<file path="src/rtl/scarv_cop_malu_seq_if.sv">
// Request/response bundle between co-processor decode and the multi-cycle MP ALU.
// The slave modport is the ALU side; the master modport is the decode/writeback side.
interface scarv_cop_malu_seq_if #(
  parameter int XLEN = 32
) ();
  logic                        ivalid;
  logic                        idone;
  logic                        flush;
  logic [3:0]                  op;
  logic [XLEN-1:0]             rs1;
  logic [XLEN-1:0]             rs2;
  logic [XLEN-1:0]             rs3;
  logic [$clog2(2*XLEN)-1:0]   shamt;
  logic                        rdone;
  logic [2*XLEN-1:0]           rd_wdata;
  logic                        busy;
  logic                        bad_op;

  modport slave (
    input  ivalid, idone, flush, op, rs1, rs2, rs3, shamt,
    output rdone, rd_wdata, busy, bad_op
  );

  modport master (
    output ivalid, idone, flush, op, rs1, rs2, rs3, shamt,
    input  rdone, rd_wdata, busy, bad_op
  );
endinterface

</file>
<file path="src/rtl/scarv_cop_malu_seq.sv">
// Multi-cycle multi-precision ALU: add/sub/double-word shift in one cycle,
// multiply-accumulate and carry-less multiply iterated MUL_STEP bits per cycle.
//
// state | meaning
// IDLE  | waiting for a request
// EXEC  | iterating a multiply, one MUL_STEP-bit slice of rs2 per edge
// DONE  | result held on rd_wdata until idone (or flush)
module scarv_cop_malu_seq #(
  parameter int XLEN     = 32,
  parameter int MUL_STEP = 4
) (
  input  logic                 g_clk,
  input  logic                 g_resetn,
  scarv_cop_malu_seq_if.slave  malu
);

  localparam int N  = XLEN / MUL_STEP;
  localparam int CW = $clog2(N) + 1;
  localparam int W2 = 2 * XLEN;

  typedef enum logic [1:0] {
    IDLE = 2'd0,
    EXEC = 2'd1,
    DONE = 2'd2
  } state_t;

  state_t          state;
  state_t          state_nxt;

  logic            accept;
  logic            is_mul;
  logic            last_step;
  logic [CW-1:0]   step;
  logic            clmul_q;
  logic [W2-1:0]   mcand;
  logic [XLEN-1:0] mplier;
  logic [W2-1:0]   acc;
  logic [W2-1:0]   acc_nxt;
  logic [W2-1:0]   single_res;
  logic            single_bad;
  logic            borrow_in;
  logic [XLEN:0]   diff;
  logic [W2-1:0]   rd_wdata_q;
  logic            bad_op_q;

  assign is_mul    = (malu.op[3:1] == 3'b011);
  assign accept    = malu.ivalid && !malu.flush &&
                     ((state == IDLE) || ((state == DONE) && malu.idone));
  assign last_step = (state == EXEC) && (step == CW'(N - 1));

  always_ff @(posedge g_clk or negedge g_resetn) begin
    if (!g_resetn) begin
      state <= IDLE;
    end else begin
      state <= state_nxt;
    end
  end

  always_comb begin
    state_nxt = state;
    if (malu.flush) begin
      state_nxt = IDLE;
    end else begin
      case (state)
        IDLE: begin
          if (accept) state_nxt = is_mul ? EXEC : DONE;
        end
        EXEC: begin
          if (last_step) state_nxt = DONE;
        end
        DONE: begin
          if (accept)          state_nxt = is_mul ? EXEC : DONE;
          else if (malu.idone) state_nxt = IDLE;
        end
        default: state_nxt = IDLE;
      endcase
    end
  end

  always_comb begin
    malu.busy     = (state != IDLE);
    malu.rdone    = (state == DONE);
    malu.rd_wdata = rd_wdata_q;
    malu.bad_op   = bad_op_q;
  end

  // Subtraction is done XLEN+1 wide so the top bit is exactly the borrow out.
  always_comb begin
    single_res = '0;
    single_bad = 1'b0;
    borrow_in  = (malu.op == 4'd3) && malu.rs3[0];
    diff       = {1'b0, malu.rs1} - {1'b0, malu.rs2} - {{XLEN{1'b0}}, borrow_in};
    case (malu.op)
      4'd0: single_res = {{XLEN{1'b0}}, malu.rs1} + {{XLEN{1'b0}}, malu.rs2};
      4'd1: single_res = {{XLEN{1'b0}}, malu.rs1} + {{XLEN{1'b0}}, malu.rs2}
                         + {{(W2-1){1'b0}}, malu.rs3[0]};
      4'd2,
      4'd3: single_res = {{(XLEN-1){1'b0}}, diff[XLEN], diff[XLEN-1:0]};
      4'd4: single_res = {malu.rs2, malu.rs1} << malu.shamt;
      4'd5: single_res = {malu.rs2, malu.rs1} >> malu.shamt;
      4'd6,
      4'd7: single_res = '0;
      default: single_bad = 1'b1;
    endcase
  end

  always_comb begin
    acc_nxt = acc;
    for (int j = 0; j < MUL_STEP; j++) begin
      if (mplier[j]) begin
        acc_nxt = clmul_q ? (acc_nxt ^ (mcand << j)) : (acc_nxt + (mcand << j));
      end
    end
  end

  // Flush drops the multiply in flight but leaves the last written result on rd_wdata.
  always_ff @(posedge g_clk or negedge g_resetn) begin
    if (!g_resetn) begin
      step       <= '0;
      clmul_q    <= 1'b0;
      mcand      <= '0;
      mplier     <= '0;
      acc        <= '0;
      rd_wdata_q <= '0;
      bad_op_q   <= 1'b0;
    end else if (malu.flush) begin
      step <= '0;
      acc  <= '0;
    end else if (accept) begin
      step     <= '0;
      clmul_q  <= malu.op[0];
      bad_op_q <= single_bad;
      if (is_mul) begin
        mcand  <= {{XLEN{1'b0}}, malu.rs1};
        mplier <= malu.rs2;
        acc    <= malu.op[0] ? '0 : {{XLEN{1'b0}}, malu.rs3};
      end else begin
        rd_wdata_q <= single_res;
      end
    end else if (state == EXEC) begin
      step   <= step + CW'(1);
      acc    <= acc_nxt;
      mcand  <= mcand << MUL_STEP;
      mplier <= mplier >> MUL_STEP;
      if (last_step) rd_wdata_q <= acc_nxt;
    end
  end

endmodule
</file>
<file path="src/flat_wrapper.sv">
// flat-port wrapper written by rule: the top's interface ports become plain ports
module scarv_cop_malu_seq_flat 
#(
  parameter int XLEN     = 32,
  parameter int MUL_STEP = 4
)
  (g_clk, g_resetn, malu_ivalid, malu_idone, malu_flush, malu_op, malu_rs1, malu_rs2, malu_rs3, malu_shamt, malu_rdone, malu_rd_wdata, malu_busy, malu_bad_op);
  scarv_cop_malu_seq_if #(.XLEN(XLEN)) malu_i ();
  input  logic g_clk;
  input  logic g_resetn;
  input wire logic [$bits(malu_i.ivalid)-1:0] malu_ivalid;
  input wire logic [$bits(malu_i.idone)-1:0] malu_idone;
  input wire logic [$bits(malu_i.flush)-1:0] malu_flush;
  input wire logic [$bits(malu_i.op)-1:0] malu_op;
  input wire logic [$bits(malu_i.rs1)-1:0] malu_rs1;
  input wire logic [$bits(malu_i.rs2)-1:0] malu_rs2;
  input wire logic [$bits(malu_i.rs3)-1:0] malu_rs3;
  input wire logic [$bits(malu_i.shamt)-1:0] malu_shamt;
  output wire logic [$bits(malu_i.rdone)-1:0] malu_rdone;
  output wire logic [$bits(malu_i.rd_wdata)-1:0] malu_rd_wdata;
  output wire logic [$bits(malu_i.busy)-1:0] malu_busy;
  output wire logic [$bits(malu_i.bad_op)-1:0] malu_bad_op;
  assign malu_i.ivalid = malu_ivalid;
  assign malu_i.idone = malu_idone;
  assign malu_i.flush = malu_flush;
  assign malu_i.op = malu_op;
  assign malu_i.rs1 = malu_rs1;
  assign malu_i.rs2 = malu_rs2;
  assign malu_i.rs3 = malu_rs3;
  assign malu_i.shamt = malu_shamt;
  assign malu_rdone = malu_i.rdone;
  assign malu_rd_wdata = malu_i.rd_wdata;
  assign malu_busy = malu_i.busy;
  assign malu_bad_op = malu_i.bad_op;
  scarv_cop_malu_seq #(.XLEN(XLEN), .MUL_STEP(MUL_STEP)) u_core (.g_clk(g_clk), .g_resetn(g_resetn), .malu(malu_i));
endmodule
</file>
<file path="config.mk">
export PLATFORM = sky130hd
export DESIGN_NAME = scarv_cop_malu_seq_flat
export DESIGN_NICKNAME = d
export VERILOG_FILES = /design/src/rtl/scarv_cop_malu_seq_if.sv /design/src/rtl/scarv_cop_malu_seq.sv /design/src/flat_wrapper.sv
export SDC_FILE = /design/constraint.sdc
export NUM_CORES = 2
export LEC_CHECK = 0
export ABC_AREA = 1
export CORE_ASPECT_RATIO = 0.5
export CORE_UTILIZATION = 43
export CTS_CLUSTER_DIAMETER = 40
export CTS_CLUSTER_SIZE = 14
export DETAILED_ROUTE_END_ITERATION = 10
export DONT_BUFFER_PORTS = 1
export GPL_TIMING_DRIVEN = 0
export SLEW_MARGIN = 25
export SYNTH_ARGS = -nofsm -noshare
export SYNTH_HDL_FRONTEND = slang
export SYNTH_SLANG_ARGS = --single-unit
</file>
<file path="constraint.sdc">
create_clock -name g_clk -period 9.8 [get_ports g_clk]
set_clock_uncertainty 0.05 [all_clocks]
set_input_delay 1.96 -clock g_clk [delete_from_list [all_inputs] [get_ports g_clk]]
set_output_delay 1.96 -clock g_clk [all_outputs]
set_load 0.01 [all_outputs]
</file>
# Word level (Yosys, flattened, before mapping)
# Cells that the tools add are included.
[totals]
ff_bits = 232
latchBits = 0
mem_bits_rw = 0
romBits = 0
inputBits = 111
n_memories = 0
[op_classes]
add_sub_neg = 9
multipliers = 0
div = 0
order_cmp = 0
eq_ne = 17
n_shift = 2
muxes = 35
bitwise = 5
n_reduce_logical = 20
[op_table]
columns = ["cell", "n"]
rows = [
  ["two-way mux 64 bit", 19],
  ["one-hot mux 64 bit (5 select lines)", 1],
  ["adder 64 bit", 4],
  ["XOR 64 bit", 4],
  ["two-way mux 32 bit", 4],
  ["adder 64 x 1 -> 64 bit", 1],
  ["<< shifter 64 x 6 -> 64 bit", 1],
  ["right shift 64 x 6 -> 64 bit", 1],
  ["adder 32 x 32 -> 33 bit", 1],
  ["subtractor 32 x 32 -> 33 bit", 1],
  ["subtractor 33 x 1 -> 33 bit", 1],
  ["equality test 4 x 3 -> 1 bit (second input constant)", 5],
  ["two-way mux 2 bit", 6],
  ["two-way mux 4 bit", 3],
  ["equality test 4 x 2 -> 1 bit (second input constant)", 2],
  ["OR reduction 8 bit", 1],
  ["inequality test 3 x 2 -> 1 bit (second input constant)", 2],
  ["one-hot mux 2 bit (3 select lines)", 1],
  ["AND reduction 3 bit", 2],
  ["nonzero test 2 bit", 3],
  ["logical AND 1 bit", 5],
  ["adder 4 x 1 -> 4 bit (second input constant)", 1],
  ["equality test 4 x 1 -> 1 bit (second input constant)", 1],
  ["logical NOT 4 bit", 1],
  ["15 further kinds", 17],
]

# Logic depth before layout (Yosys ltp)
[logic_depth]
depth_word = 15
ltp_mapped = 63
depth_no_buf = 63

# Worst setup path before layout
# OpenSTA, ideal clock, no wires.
[synth_timing]
kind = "register to register"
from = "reg u_core.mcand[0]"
to = "reg u_core.acc[57]"
setup_ns = 0.083
arrival_ns = 6.835
path_slack_ns = 2.832
path_stages_with_launch = 58
path_buffers = 0
cell_sequence = "dfrtp_1 -> ha_1 -> inv_1 -> fa_1 -> o21ai_2 -> nand2_1 -> nand2_1 -> nand2_1 -> nand2_1 -> nand2_1 -> nand2_1 -> nand2_1 -> nand2_1 -> nand2_1 -> xnor2_1 -> nand2_1 -> nand2_1 -> ha_1 -> (+22 left out) -> nand2_1 -> ha_1 -> nand2_1 -> nor2_1 -> inv_1 -> nor2_1 -> inv_1 -> nor2_1 -> inv_1 -> nor3_1 -> nand2_1 -> nand3_1 -> a21o_1 -> nand2_1 -> or2_2 -> nand3_1 -> nand3_1 -> o21ai_0"
[synth_via]
elab_chain_cells = 15
[synth_rtl]
columns = ["element", "line_no", "rtl"]
rows = [
  ["from (decl)", "scarv_cop_malu_seq.sv:35", "logic [W2-1:0] mcand;"],
  ["from (signal assigned)", "scarv_cop_malu_seq.sv:134", "mcand <= {{XLEN{1'b0}}, malu.rs1};"],
  ["from (signal assigned)", "scarv_cop_malu_seq.sv:143", "mcand <= mcand << MUL_STEP;"],
  ["adder 64 bit or XOR 64 bit (tied branches)", "scarv_cop_malu_seq.sv:111", "acc_nxt = clmul_q ? (acc_nxt ^ (mcand << j)) : (acc_nxt + (mcand << j));"],
  ["two-way mux 64 bit", "scarv_cop_malu_seq.sv:111", ""],
  ["two-way mux 64 bit", "scarv_cop_malu_seq.sv:110", "if (mplier[j]) begin"],
  ["adder 64 bit or XOR 64 bit (tied branches)", "scarv_cop_malu_seq.sv:111", ""],
  ["two-way mux 64 bit", "scarv_cop_malu_seq.sv:111", ""],
  ["two-way mux 64 bit", "scarv_cop_malu_seq.sv:110", ""],
  ["adder 64 bit or XOR 64 bit (tied branches)", "scarv_cop_malu_seq.sv:111", ""],
  ["two-way mux 64 bit", "scarv_cop_malu_seq.sv:111", ""],
  ["two-way mux 64 bit", "scarv_cop_malu_seq.sv:110", ""],
  ["adder 64 bit or XOR 64 bit (tied branches)", "scarv_cop_malu_seq.sv:111", ""],
  ["two-way mux 64 bit", "scarv_cop_malu_seq.sv:111", ""],
  ["two-way mux 64 bit *", "scarv_cop_malu_seq.sv:110", ""],
  ["two-way mux 64 bit *", "scarv_cop_malu_seq.sv:140", "end else if (state == EXEC) begin"],
  ["two-way mux 64 bit *", "scarv_cop_malu_seq.sv:129", "end else if (accept) begin"],
  ["two-way mux 64 bit *", "scarv_cop_malu_seq.sv:126", "end else if (malu.flush) begin"],
  ["to (signal assigned)", "scarv_cop_malu_seq.sv:136", "acc <= malu.op[0] ? '0 : {{XLEN{1'b0}}, malu.rs3};"],
  ["to (signal assigned)", "scarv_cop_malu_seq.sv:142", "acc <= acc_nxt;"],
  ["to (decl)", "scarv_cop_malu_seq.sv:37", "logic [W2-1:0] acc;"],
]
# Mark *: on every way between the ends. The rest lies on a longest branch, timed or not. The select of a mux whose other input is x is not followed.
# A chain may end at the register's enable or synchronous reset.

# Final worst setup path
[layout_timing]
from = "reg u_core.clmul_q"
to = "reg u_core.rd_wdata_q[63], in the netlist u_core.malu.rd_wdata[63]"
[layout_via]
elab_chain_cells = 14
[layout_rtl]
columns = ["element", "line_no", "rtl"]
rows = [
  ["from (decl)", "scarv_cop_malu_seq.sv:34", "logic clmul_q;"],
  ["from (signal assigned)", "scarv_cop_malu_seq.sv:131", "clmul_q <= malu.op[0];"],
  ["two-way mux 64 bit", "scarv_cop_malu_seq.sv:111", ""],
  ["two-way mux 64 bit", "scarv_cop_malu_seq.sv:110", ""],
  ["adder 64 bit or XOR 64 bit (tied branches)", "scarv_cop_malu_seq.sv:111", ""],
  ["two-way mux 64 bit", "scarv_cop_malu_seq.sv:111", ""],
  ["two-way mux 64 bit", "scarv_cop_malu_seq.sv:110", ""],
  ["adder 64 bit or XOR 64 bit (tied branches)", "scarv_cop_malu_seq.sv:111", ""],
  ["two-way mux 64 bit", "scarv_cop_malu_seq.sv:111", ""],
  ["two-way mux 64 bit", "scarv_cop_malu_seq.sv:110", ""],
  ["adder 64 bit or XOR 64 bit (tied branches)", "scarv_cop_malu_seq.sv:111", ""],
  ["two-way mux 64 bit", "scarv_cop_malu_seq.sv:111", ""],
  ["two-way mux 64 bit *", "scarv_cop_malu_seq.sv:110", ""],
  ["two-way mux 64 bit *", "scarv_cop_malu_seq.sv:145", "if (last_step) rd_wdata_q <= acc_nxt;"],
  ["two-way mux 64 bit *", "scarv_cop_malu_seq.sv:140", ""],
  ["two-way mux 64 bit *", "scarv_cop_malu_seq.sv:129", ""],
  ["to (signal assigned)", "scarv_cop_malu_seq.sv:138", "rd_wdata_q <= single_res;"],
  ["to (signal assigned)", "scarv_cop_malu_seq.sv:145", ""],
  ["to (decl)", "scarv_cop_malu_seq.sv:43", "logic [W2-1:0] rd_wdata_q;"],
]
# Marked as above.

==> results.py <==
metrics = {
    "run_status": {
        "status": "complete, no violations",
    },
    "synthesis": {
        "synth_edf_count": 0,
        "syn_area_per_cell_um2": 5.465,
        "ys_types": 59,
        "syn-cell-area_mm2": 0.04531,
        "synthArstFlopShare_pct": 100.0,
        "yosys_warnings": 0,
        "yosysSeqAreaShare_pct": 12.81,
        "synth_seq_cells": 232,
        "synth_flop_cell": "dfrtp_1",
        "synth_top_cell_area_share_pct": 21.21,
        "synth_top_area_cell": "nand2_1",
        "yosys-top-cells-area": "nand2_1, dfrtp_1, ha_1",
        "syn_nets": 8754,
        "synthCells": 8291,
    },
    "route": {
        "wl_mm": 286.8,
        "route.detailed.drc": 0,
        "ant_nets": 0,
        "wl_per_cell_um": 29.25,
        "dr.first_iter.drc_count": 9980,
        "drt_first_pass_iters": 10,
        "vias": 61491,
        "viasPerCell": 6.272,
    },
    "die": {
        "num_rows": 83,
        "io_pins": 178,
        "floorplan.initialDensity_pct": 43.77,
        "coreArea_mm2": 0.1035,
        "die_area_mm2": 0.1068,
        "dieHeight_um": 231.5,
        "dieWidth_um": 461.1,
    },
    "clocking": {
        "clock-sinks": 232,
        "ctsRootBufferMaster": "clkbuf_16",
        "holdBufCountCts": 0,
        "clk_latency_ps": 610,
        "clock_path_buffers": 3,
        "htreeDepth": 2,
        "cts.clk_slew.worst_paths_ps": 50,
        "cts_tree": "yes",
        "cts_inserted_buffers": 46,
    },
    "timing": {
        "tns_ps": 0,
        "worst_pin_slew_ps": 1313,
        "setup_viol": 0,
        "slew_violations": 0,
        "finalHoldViolCount": 0,
        "slew_headroom_pct": 11.57,
        "rsz0062_at_grt": "true",
        "fin_crit_sh_pct": 99.07,
        "period_needed_ps": 9709,
        "max_freq_mhz": 103.0,
    },
    "grt": {
        "grt_max_degree": 233,
        "antenna_found_initial": 18,
        "grt_pass1_vias": 55785,
        "grt_pass1_wl_mm": 395.8,
        "overflow": 0,
        "grt_usage_pct": 51.77,
    },
    "cells_and_area": {
        "syn_to_final_growth_pct": 8.855,
        "fin_cells": 9804,
        "fin_nets": 8820,
        "drive_above_1_share_pct": 4.849,
        "final_util_pct": 47.64,
        "design_area_mm2": 0.04933,
    },
    "critical_path": {
        "path_buf_inv": 10,
        "criticalPathCategory": "reg -> reg",
        "critPathMostFrequentCell": "nand2_1",
        "crit_fanout": 10,
        "critPathLaunchType": "register",
        "critPathMaxStageDelay_ps": 630,
        "cp-end-kind": "register",
        "cp_data_arrival_time_ps": 10160,
        "critPathTopFamily": "compound AO/OA/AOI/OAI gates",
        "crit_slowest_cell": "clkdlybuf4s15_2",
        "cp.required_ps": 10250,
    },
    "power_and_ir_drop": {
        "power.leakage_nw": 23.76,
        "max-vdd-ir-drop_mv": 0.2290,
        "power_density_mw_per_mm2": 468.2,
    },
    "placed_design": {
        "portBuffers": 0,
        "dpl.hpwl_mm": 240.2,
        "finalWeightedCongestion": 1.136,
        "place_area_mm2": 0.04707,
        "dpl.cell_count": 9693,
    },
    "worst_hold_path": {
        "hp-class": "reg -> reg",
    },
    "job": {
        "max_cap_violations": 0,
    },
}
## sequential cells by signal, indices dropped and copies added (netlist names)
name / flops
u_core.state: 2
u_core.clmul_q: 1
u_core.malu.bad_op: 1
u_core.malu.rd_wdata: 64
u_core.mcand: 64
u_core.acc: 64
u_core.step: 4
u_core.mplier: 32
## stage by stage
| stage | power (mW) | setup WS (ps) | hold slack (ps) |
|---|---|---|---|
| after floorplan | 13.57 | 2832 | 392.2 |
| after global placement | 19.88 | -669.6 | 463.3 |
| after detailed placement | 19.85 | -722.8 | 467.4 |
| after CTS | 21.56 | 29.21 | 488.8 |
| after global routing | 24.24 | -13.06 | 511.7 |
| final | 23.10 | 91.37 | 495.6 |
## where the power goes
part / switching, mW / total (mW) / internal, mW
Sequential: 1.10 / 2.46 / 1.36
Clock: 0.618 / 1.59 / 0.968
Combinational: 13.6 / 19.0 / 5.50
## routing by layer
| layer | routed length, um | GRT usage, % | vias up |
|---|---|---|---|
| met4 | 21000 | 31.67 | 18 |
| li1 | - | - | 27369 |
| met2 | 110200 | 72.40 | 4633 |
| met5 | 226 | 0.8597 | - |
| met3 | 43550 | 17.11 | 949 |
| met1 | 111800 | 68.08 | 28522 |
## cell families after synthesis
group / share of synthesized area [%]
muxes: 1.149
adders and majority gates: 9.835
buffers and inverters: 11.22
xor gates and xnor gates: 3.440
AOI/OAI and AO/OA: 22.71
DFF: 12.81
and+or+nand+nor: 38.84
## placed cells by master, fill, tap and decap left out, drive strengths merged, types with 23 or more instances in the layout
master  instances
a21o           40
a21oi         664
a31oi          90
and2           30
buf           139
clkbuf        252
dfrtp         232
ha            345
inv          1013
mux2i          52
nand2        2579
nand3         600
nand3b         29
nand4          58
nor2          864
nor3           73
o211ai         80
o21a           28
o21ai         782
o21bai         51
o22ai          28
o31ai          23
or2            38
xnor2          62
xor2          110
## what timing repair did
action,4_1_cts,5_1_grt
gates resized for setup,22,145
pin swaps,1,7
setup endpoints to repair,73,84
setup buffers,5,14
## final timing paths
path,from,to,slack [ps],cells past startpoint
worst max register to register,u_core.clmul_q,u_core.malu.rd_wdata[63],90,48
worst min-delay path,u_core.mplier[11],u_core.mplier[11],500,2
worst max-delay path,u_core.clmul_q,u_core.malu.rd_wdata[63],90,48
worst min register to register,u_core.mplier[11],u_core.mplier[11],500,2
max in group asynchronous,g_resetn,u_core.mcand[33],7780,0
min in group asynchronous,g_resetn,u_core.mplier[22],1020,0
## cells in the mapped netlist, types with 52 or more instances
| master | number |
|---|---|
| a21oi_1 | 660 |
| a31oi_1 | 90 |
| buf_1 | 53 |
| buf_2 | 73 |
| clkbuf_1 | 193 |
| dfrtp_1 | 232 |
| ha_1 | 345 |
| inv_1 | 990 |
| mux2i_1 | 52 |
| nand2_1 | 2561 |
| nand3_1 | 596 |
| nand4_1 | 58 |
| nor2_1 | 844 |
| nor3_1 | 71 |
| o211ai_1 | 80 |
| o21ai_0 | 740 |
| xnor2_1 | 62 |
| xor2_1 | 103 |
## tightest hold or removal path: stages (launching register included)
cell and delay, ps:
dfrtp_1 330, nor2_1 50, a31oi_1 120
## final cells by class
type	count	area, um^2
Inverter	1006	3780
Antenna cell	8	20.02
Timing Repair Buffer	19	142.6
Multi-Input combinational cell	6732	34880
Clock inverter	32	337.8
Sequential cell	232	5857
Clock buffer	53	1217
Tap cell	1402	1754
Fill cell	11906	54210
Buffer	320	1340
Power figures use the tool's default switching activity.
